<file path="config.mk">
export PLATFORM = sky130hd
export DESIGN_NAME = multi_cycle_ctrl
export DESIGN_NICKNAME = d
export VERILOG_FILES = /design/src/rtl/multi_cycle_ctrl.sv
export SDC_FILE = /design/constraint.sdc
export NUM_CORES = 1
export LEC_CHECK = 0
export BUFFER_PORTS_ARGS = -buffer_cell sky130_fd_sc_hd__buf_2
export CAP_MARGIN = 25
export CORE_AREA = 2 2 60 119
export CTS_CLUSTER_SIZE = 24
export DETAILED_ROUTE_END_ITERATION = 10
export DIE_AREA = 0 0 62 121
export PLACE_DENSITY = 0.6
export SETUP_SLACK_MARGIN = 0.05
export SLEW_MARGIN = 20
export SYNTH_ARGS = -nofsm -noshare
export SYNTH_HDL_FRONTEND = slang
export SYNTH_SLANG_ARGS = --single-unit
</file>
<file path="constraint.sdc">
create_clock -name clk -period 2.5 [get_ports clk]
set_input_delay 0.25 -clock clk [delete_from_list [all_inputs] [get_ports clk]]
set_output_delay 0.25 -clock clk [all_outputs]
set_load 0.02 [all_outputs]
</file>
<file path="src/rtl/multi_cycle_ctrl.sv">
`default_nettype none
//==============================================================================
// Module  : multi_cycle_ctrl
// Brief   : Moore control FSM sequencing fetch/decode/execute/memory/write-back
//           for the multi-cycle MIPS datapath, plus completion/illegal/retire.
// Revision: 1.0 - initial release
//==============================================================================
module multi_cycle_ctrl #(
    parameter int CNT_W = 32
) (
    input  logic             clk,
    input  logic             rst,
    input  logic [5:0]       opcode,
    output logic             PCWrite,
    output logic             PCWriteCond,
    output logic             IorD,
    output logic             MemRd,
    output logic             MemWr,
    output logic             IRWrite,
    output logic             MemtoReg,
    output logic [1:0]       PCSource,
    output logic [1:0]       ALUOp,
    output logic             ALUSrcA,
    output logic [1:0]       ALUSrcB,
    output logic             RegWr,
    output logic             RegDst,
    output logic [3:0]       state,
    output logic             inst_done,
    output logic             illegal,
    output logic [CNT_W-1:0] retired
);

    typedef enum logic [3:0] {
        S_FETCH  = 4'd0,
        S_DECODE = 4'd1,
        S_MEMADR = 4'd2,
        S_MEMRD  = 4'd3,
        S_MEMWB  = 4'd4,
        S_MEMWR  = 4'd5,
        S_EXEC   = 4'd6,
        S_RWB    = 4'd7,
        S_BRANCH = 4'd8,
        S_JUMP   = 4'd9,
        S_IEXEC  = 4'd10,
        S_IWB    = 4'd11
    } state_t;

    typedef struct packed {
        logic       pc_write;
        logic       pc_write_cond;
        logic       iord;
        logic       mem_rd;
        logic       mem_wr;
        logic       ir_write;
        logic       mem_to_reg;
        logic [1:0] pc_source;
        logic [1:0] alu_op;
        logic       alu_src_a;
        logic [1:0] alu_src_b;
        logic       reg_wr;
        logic       reg_dst;
        logic       inst_done;
    } ctrl_t;

    localparam logic [5:0]       c_op_rtype = 6'b000000;
    localparam logic [5:0]       c_op_lw    = 6'b100011;
    localparam logic [5:0]       c_op_sw    = 6'b101011;
    localparam logic [5:0]       c_op_beq   = 6'b000100;
    localparam logic [5:0]       c_op_j     = 6'b000010;
    localparam logic [5:0]       c_op_addi  = 6'b001000;
    localparam logic [CNT_W-1:0] c_one      = {{(CNT_W-1){1'b0}}, 1'b1};

    function automatic ctrl_t decode_ctrl(input state_t s);
        ctrl_t c;
        c = '0;
        case (s)
            S_FETCH: begin
                c.mem_rd    = 1'b1;
                c.ir_write  = 1'b1;
                c.alu_src_b = 2'b01;
                c.pc_write  = 1'b1;
            end
            S_DECODE: c.alu_src_b = 2'b11;
            S_MEMADR: begin
                c.alu_src_a = 1'b1;
                c.alu_src_b = 2'b10;
            end
            S_MEMRD: begin
                c.mem_rd = 1'b1;
                c.iord   = 1'b1;
            end
            S_MEMWB: begin
                c.reg_wr     = 1'b1;
                c.mem_to_reg = 1'b1;
                c.inst_done  = 1'b1;
            end
            S_MEMWR: begin
                c.mem_wr    = 1'b1;
                c.iord      = 1'b1;
                c.inst_done = 1'b1;
            end
            S_EXEC: begin
                c.alu_src_a = 1'b1;
                c.alu_op    = 2'b10;
            end
            S_RWB: begin
                c.reg_wr    = 1'b1;
                c.reg_dst   = 1'b1;
                c.inst_done = 1'b1;
            end
            S_BRANCH: begin
                c.alu_src_a     = 1'b1;
                c.alu_op        = 2'b01;
                c.pc_write_cond = 1'b1;
                c.pc_source     = 2'b01;
                c.inst_done     = 1'b1;
            end
            S_JUMP: begin
                c.pc_write  = 1'b1;
                c.pc_source = 2'b10;
                c.inst_done = 1'b1;
            end
            S_IEXEC: begin
                c.alu_src_a = 1'b1;
                c.alu_src_b = 2'b10;
            end
            S_IWB: begin
                c.reg_wr    = 1'b1;
                c.inst_done = 1'b1;
            end
            default: c = '0;
        endcase
        return c;
    endfunction

    function automatic state_t next_state(input state_t s, input logic [5:0] op);
        state_t n;
        n = S_FETCH;
        case (s)
            S_FETCH:  n = S_DECODE;
            S_DECODE: begin
                case (op)
                    c_op_lw, c_op_sw: n = S_MEMADR;
                    c_op_rtype:       n = S_EXEC;
                    c_op_beq:         n = S_BRANCH;
                    c_op_j:           n = S_JUMP;
                    c_op_addi:        n = S_IEXEC;
                    default:          n = S_FETCH;
                endcase
            end
            S_MEMADR: n = (op == c_op_sw) ? S_MEMWR : S_MEMRD;
            S_MEMRD:  n = S_MEMWB;
            S_EXEC:   n = S_RWB;
            S_IEXEC:  n = S_IWB;
            default:  n = S_FETCH;
        endcase
        return n;
    endfunction

    state_t           r_state;
    ctrl_t            r_ctrl;
    logic [CNT_W-1:0] r_retired;

    state_t w_next_state;
    logic   w_state_valid;
    logic   w_op_supported;
    ctrl_t  w_ctrl;

    assign w_next_state  = next_state(r_state, opcode);
    assign w_state_valid = (r_state <= S_IWB);

    always_comb begin
        w_op_supported = 1'b0;
        case (opcode)
            c_op_rtype, c_op_lw, c_op_sw,
            c_op_beq, c_op_j, c_op_addi: w_op_supported = 1'b1;
            default:                     w_op_supported = 1'b0;
        endcase
    end

    // Control vector is pre-decoded from the next state so outputs come
    // straight from flops; a corrupted state code masks everything to 0.
    always_ff @(posedge clk or posedge rst) begin
        if (rst) begin
            r_state   <= S_FETCH;
            r_ctrl    <= decode_ctrl(S_FETCH);
            r_retired <= '0;
        end else begin
            r_state <= w_next_state;
            r_ctrl  <= decode_ctrl(w_next_state);
            if (w_state_valid && r_ctrl.inst_done) begin
                r_retired <= r_retired + c_one;
            end
        end
    end

    assign w_ctrl = w_state_valid ? r_ctrl : '0;

    // Enables are gated by rst directly so an asynchronous reset kills any
    // in-flight write immediately rather than at the next edge.
    assign PCWrite     = w_ctrl.pc_write      & ~rst;
    assign PCWriteCond = w_ctrl.pc_write_cond & ~rst;
    assign MemRd       = w_ctrl.mem_rd        & ~rst;
    assign MemWr       = w_ctrl.mem_wr        & ~rst;
    assign IRWrite     = w_ctrl.ir_write      & ~rst;
    assign RegWr       = w_ctrl.reg_wr        & ~rst;
    assign inst_done   = w_ctrl.inst_done     & ~rst;
    assign IorD        = w_ctrl.iord;
    assign MemtoReg    = w_ctrl.mem_to_reg;
    assign PCSource    = w_ctrl.pc_source;
    assign ALUOp       = w_ctrl.alu_op;
    assign ALUSrcA     = w_ctrl.alu_src_a;
    assign ALUSrcB     = w_ctrl.alu_src_b;
    assign RegDst      = w_ctrl.reg_dst;

    assign illegal = ~rst & (r_state == S_DECODE) & ~w_op_supported;
    assign state   = r_state;
    assign retired = r_retired;

endmodule
`default_nettype wire

</file>
After elaboration in Yosys (flattened, before gate mapping) --
Cells that the tools add are included.
Operators by class: multipliers 0, muxes and demuxes 19, reduce and logical (&&, ||, !) cells 13, bitwise operators 11, shift-type cells 0, equality and inequality tests 21, add/subtract/negate cells 1, order comparisons 1, div/mod/pow operators 0
Operators by type and width (number):
- adder 32 x 1 -> 32 bit, second input constant | 1
- case mux 4 bit (6 select lines) | 1
- == test 4 x 3 -> 1 bit, second input constant | 5
- == test 4 bit, second input constant | 5
- case mux 4 bit (5 select lines) | 1
- 2-to-1 mux 17 bit | 1
- == test 4 x 2 -> 1 bit, second input constant | 4
- == test 6 bit, second input constant | 2
- 2-to-1 mux 1 bit | 12
- OR reduction 6 bit | 2
- OR reduction 2 bit | 5
- bitwise AND 1 bit | 9
- == test 4 x 1 -> 1 bit, second input constant | 2
- logical NOT 4 bit | 2
- case mux 2 bit (2 select lines) | 2
- == test 6 x 2 -> 1 bit, second input constant | 1
- == test 6 x 3 -> 1 bit, second input constant | 1
- == test 6 x 4 -> 1 bit, second input constant | 1
- logical NOT 6 bit | 1
- case mux 2 bit (3 select lines) | 1
- less-or-equal comparator 4 bit, second input constant | 1
- OR reduction 4 bit | 1
- 2-to-1 mux 3 bit | 1
- OR reduction 3 bit | 1
- 2 further kinds | 3
Storage, ports and cells: logic and storage cells 82, bits in latches 0, bits in read-only memories 0, memories 0, bits in registers 53, bits of input ports 8, RAM bits 0, output and inout bits 54

Logic depth before layout (Yosys ltp) --
depth after elaboration 7, mapped depth 7, gate-level depth less buffers 6

Least setup slack after synthesis --
No wires, ideal clock.
path type flip-flop to output port, start register r_state[2] (netlist: state[2]), end output illegal, path buffers 0, data required time 2250 ps, arrival time 1832 ps, path slack 418 ps, stages on the path, launching flop included 3, cells stage by stage dfrtp_1 or4b_1 nor4b_1
Between the ends: word-level cells in the longest chain between the ends 3
RTL lines:
- start, declared | line 160 | state_t r_state;
- start signal, assigned | line 189 | r_state <= w_next_state;
- == test 4 x 1 -> 1 bit | line 216 | assign illegal = ~rst & (r_state == S_DECODE) & ~w_op_supported;
- bitwise AND 1 bit (2 in a row) | line 216
- end, declared | line 29 | output logic illegal,
No other way between the ends.

Final worst setup path --
start register r_state[1] (netlist: state[1]), end output illegal
The elaborated chain is that of the path after synthesis.

==> flow_metrics.py <==
metrics = {
    "critical_path": {
        "rr_worst_depth": 4,
        "cp_max_fo": 12,
        "endpoint_kind": "output pin",
        "path_buf_inv": 1,
        "start_kind": "flip-flop",
        "critPathSlowestCell": "or4b_1",
        "cp.depth": 3,
        "cp.arrival_ps": 1960,
        "crit_family": "simple AND/OR/NAND/NOR gates",
        "max_stage_delay_ps": 630,
        "critPathKind": "flip-flop to output pin",
        "crit_required_ps": 2250,
        "path_cells": "or4b_1 > nor4b_1 > buf_2",
    },
    "finish": {
        "areaGrowthSynthToFinish_pct": 26.69,
        "fill_cells": 626,
        "utilization_pct": 46.29,
        "layout_commonest_cell": "buf_2",
        "n_antenna_cell": 0,
        "finalNetCount": 303,
        "final_cells": 383,
        "drive_gt1_share_pct": 30.51,
        "final_cell_mix": "61 x buf_2, 47 x dfrtp_1, 27 x xnor2_1, 19 x and2_1",
        "ff_latch_area_um2": 1281,
        "multiInputGateArea_um2": 1055,
    },
    "clock_tree": {
        "insertion_delay_ps": 290,
        "cts.sinks": 51,
        "root_buffer": "clkbuf_16",
        "cts_buffer_depth": 2,
        "clk_pin_slew_ps": 60,
        "cts_made_buffers": 5,
        "cts_tree": "done",
        "h-tree-depth": 2,
        "ctsResizeCount": 0,
    },
    "synth": {
        "ys_ff_latch": 51,
        "ys_warn_count": 0,
        "ys_seq_area_share_pct": 53.39,
        "syn-num-nets": 233,
        "synth_area_um2": 2400,
        "async_flop_share_pct": 100.0,
        "syn-mean-instance-area_um2": 10.71,
        "synth.distinct_cells": 43,
        "synth-edff-count": 0,
        "synth_flop_cell": "dfrtp_1",
        "netlist_instances": 224,
    },
    "power": {
        "p_total_mw": 2.382,
        "ir_drop_mv": 0.3732,
        "p_leak_nw": 1.545,
        "cellPowerDensity_nw_per_um2": 783.3,
    },
    "routing": {
        "wl_per_cell_um": 14.33,
        "via_count": 1917,
        "ant_nets": 0,
        "routed_via_density": 5.005,
        "drc": 0,
        "drtIter0Drc": 114,
        "wirelength_um": 5487,
        "drt-pass1-iter-count": 4,
    },
    "placed_design": {
        "dp_cells": 374,
        "dp_hpwl_um": 4243,
        "gpl.final_weighted_congestion": 0.8417,
        "io_buffer_count": 61,
    },
    "global_routing": {
        "antenna_found_initial": 0,
        "grt_pass1_wl_um": 9170,
        "grt_pass1_vias": 1908,
        "grt_max_degree": 21,
        "gr-usage-all-layers_pct": 16.50,
        "overflow": 0,
    },
    "floorplan": {
        "fp.dieArea_um2": 7502,
        "io_pins": 62,
        "chipWidth_um": 62,
        "die_y_um": 121,
        "core_um2": 6569,
        "rows": 42,
        "start_util_pct": 36.53,
    },
    "worst_hold_path": {
        "min_path_cells": 3,
        "min_path_type": "input port to flip-flop",
    },
    "timing": {
        "finalCriticalPeriod_ps": 2212,
        "setup_viol": 0,
        "fin_crit_sh_pct": 88.46,
        "maxSlewViolCount": 0,
        "max_freq_mhz": 452.2,
        "worst_slew_pin_slew_ps": 679.7,
        "setup_tns_ps": 0,
        "finalHoldViolCount": 0,
        "fin_skew_ps": 6.044,
        "slew_headroom_pct": 54.07,
        "grt_setup_unrepaired": "false",
    },
    "status": {
        "status": "complete, no violations",
    },
    "flow_run": {
        "timing.max_cap.violations": 0,
    },
}
==> worst paths after layout <==
| check | end | startpoint | slack [ps] |
|---|---|---|---|
| min in group asynchronous | retired[17]$_DFFE_PP0P_ | rst | 490 |
| worst max register to register | r_ctrl[9]$_DFF_PP0_ | state[1]$_DFF_PP0_ | 350 |
| max in group asynchronous | r_ctrl[3]$_DFF_PP1_ | rst | 1390 |
| worst min register to register | retired[31]$_DFFE_PP0P_ | retired[31]$_DFFE_PP0P_ | 460 |
| worst max-delay path | illegal | state[1]$_DFF_PP0_ | 290 |
| worst min-delay path | r_ctrl[12]$_DFF_PP0_ | opcode[3] | 310 |
==> area by class of cell <==
class	count	area share [%]
clock buffer	6	4.239
clock inverter	2	1.975
inverter	6	0.7407
multi-input combinational	159	34.69
sequential	51	42.14
tap	88	3.621
timing repair buffer	71	12.59
==> tightest hold or removal path: cells and delay by family <==
family                 cells  cell delay, ps
and+or+nand+nor            2             150
buffers and inverters      1             140
==> sequential cells by signal, indices dropped and copies added (netlist names) <==
register,flops
state,4
retired,32
r_ctrl,15
==> cells in the mapped netlist (6+ instances only) <==
cell,instances,share of area (%)
clkbuf_1,6,0.94
nand3_1,15,3.1
a21oi_1,6,1.3
and2_1,19,5.0
nand2_1,15,2.3
xnor2_1,27,9.9
and3_1,9,2.3
nand4_1,11,2.9
nor2_1,12,1.9
dfrtp_1,47,49
==> through the flow <==
| step | hold slack, ps | setup WS [ps] | cell area (um2) |
|---|---|---|---|
| 6_report | 306.3 | 288.4 | 3040 |
| 5_1_grt | 325.1 | 159.7 | 3040 |
| 4_1_cts | 299.6 | 250.3 | 3040 |
| 3_5_place_dp | 254.3 | 357.9 | 2841 |
| 3_3_place_gp | 244.7 | 400.1 | 2841 |
| 2_1_floorplan | 399.7 | 418.3 | 2400 |
==> logic make-up after synthesis <==
logic type	after synthesis	synth area share, %
AOI/OAI and AO/OA	19	5.319
xor gates and xnor gates	32	11.68
adders and majority gates	1	0.5213
buffers and inverters	14	2.659
DFF	51	53.39
muxes	1	0.4692
and+or+nand+nor	106	25.96
==> routing by layer <==
metal | vias to the layer above | GRT usage, % | wire [um]
met5 | - | 0 | 0
met4 | 0 | 9.840 | 252
met3 | 16 | 3.092 | 200
met2 | 61 | 27.99 | 2983
met1 | 928 | 17.80 | 2051
li1 | 912 | - | -
==> repair_timing <==
action | 4_1_cts | 5_1_grt
setup buffers | 0 | 0
hold buffers | 1 | 0
hold endpoints to repair | 12 | 0
setup endpoints to repair | 0 | 0
==> power breakdown <==
group / switching [mW] / internal [mW] / leakage (nW)
logic: 0.319 / 0.200 / 0.767
registers: 0.0716 / 0.934 / 0.687
clock network: 0.284 / 0.574 / 0.0911
No activity file was read; power rests on OpenSTA's default activity.
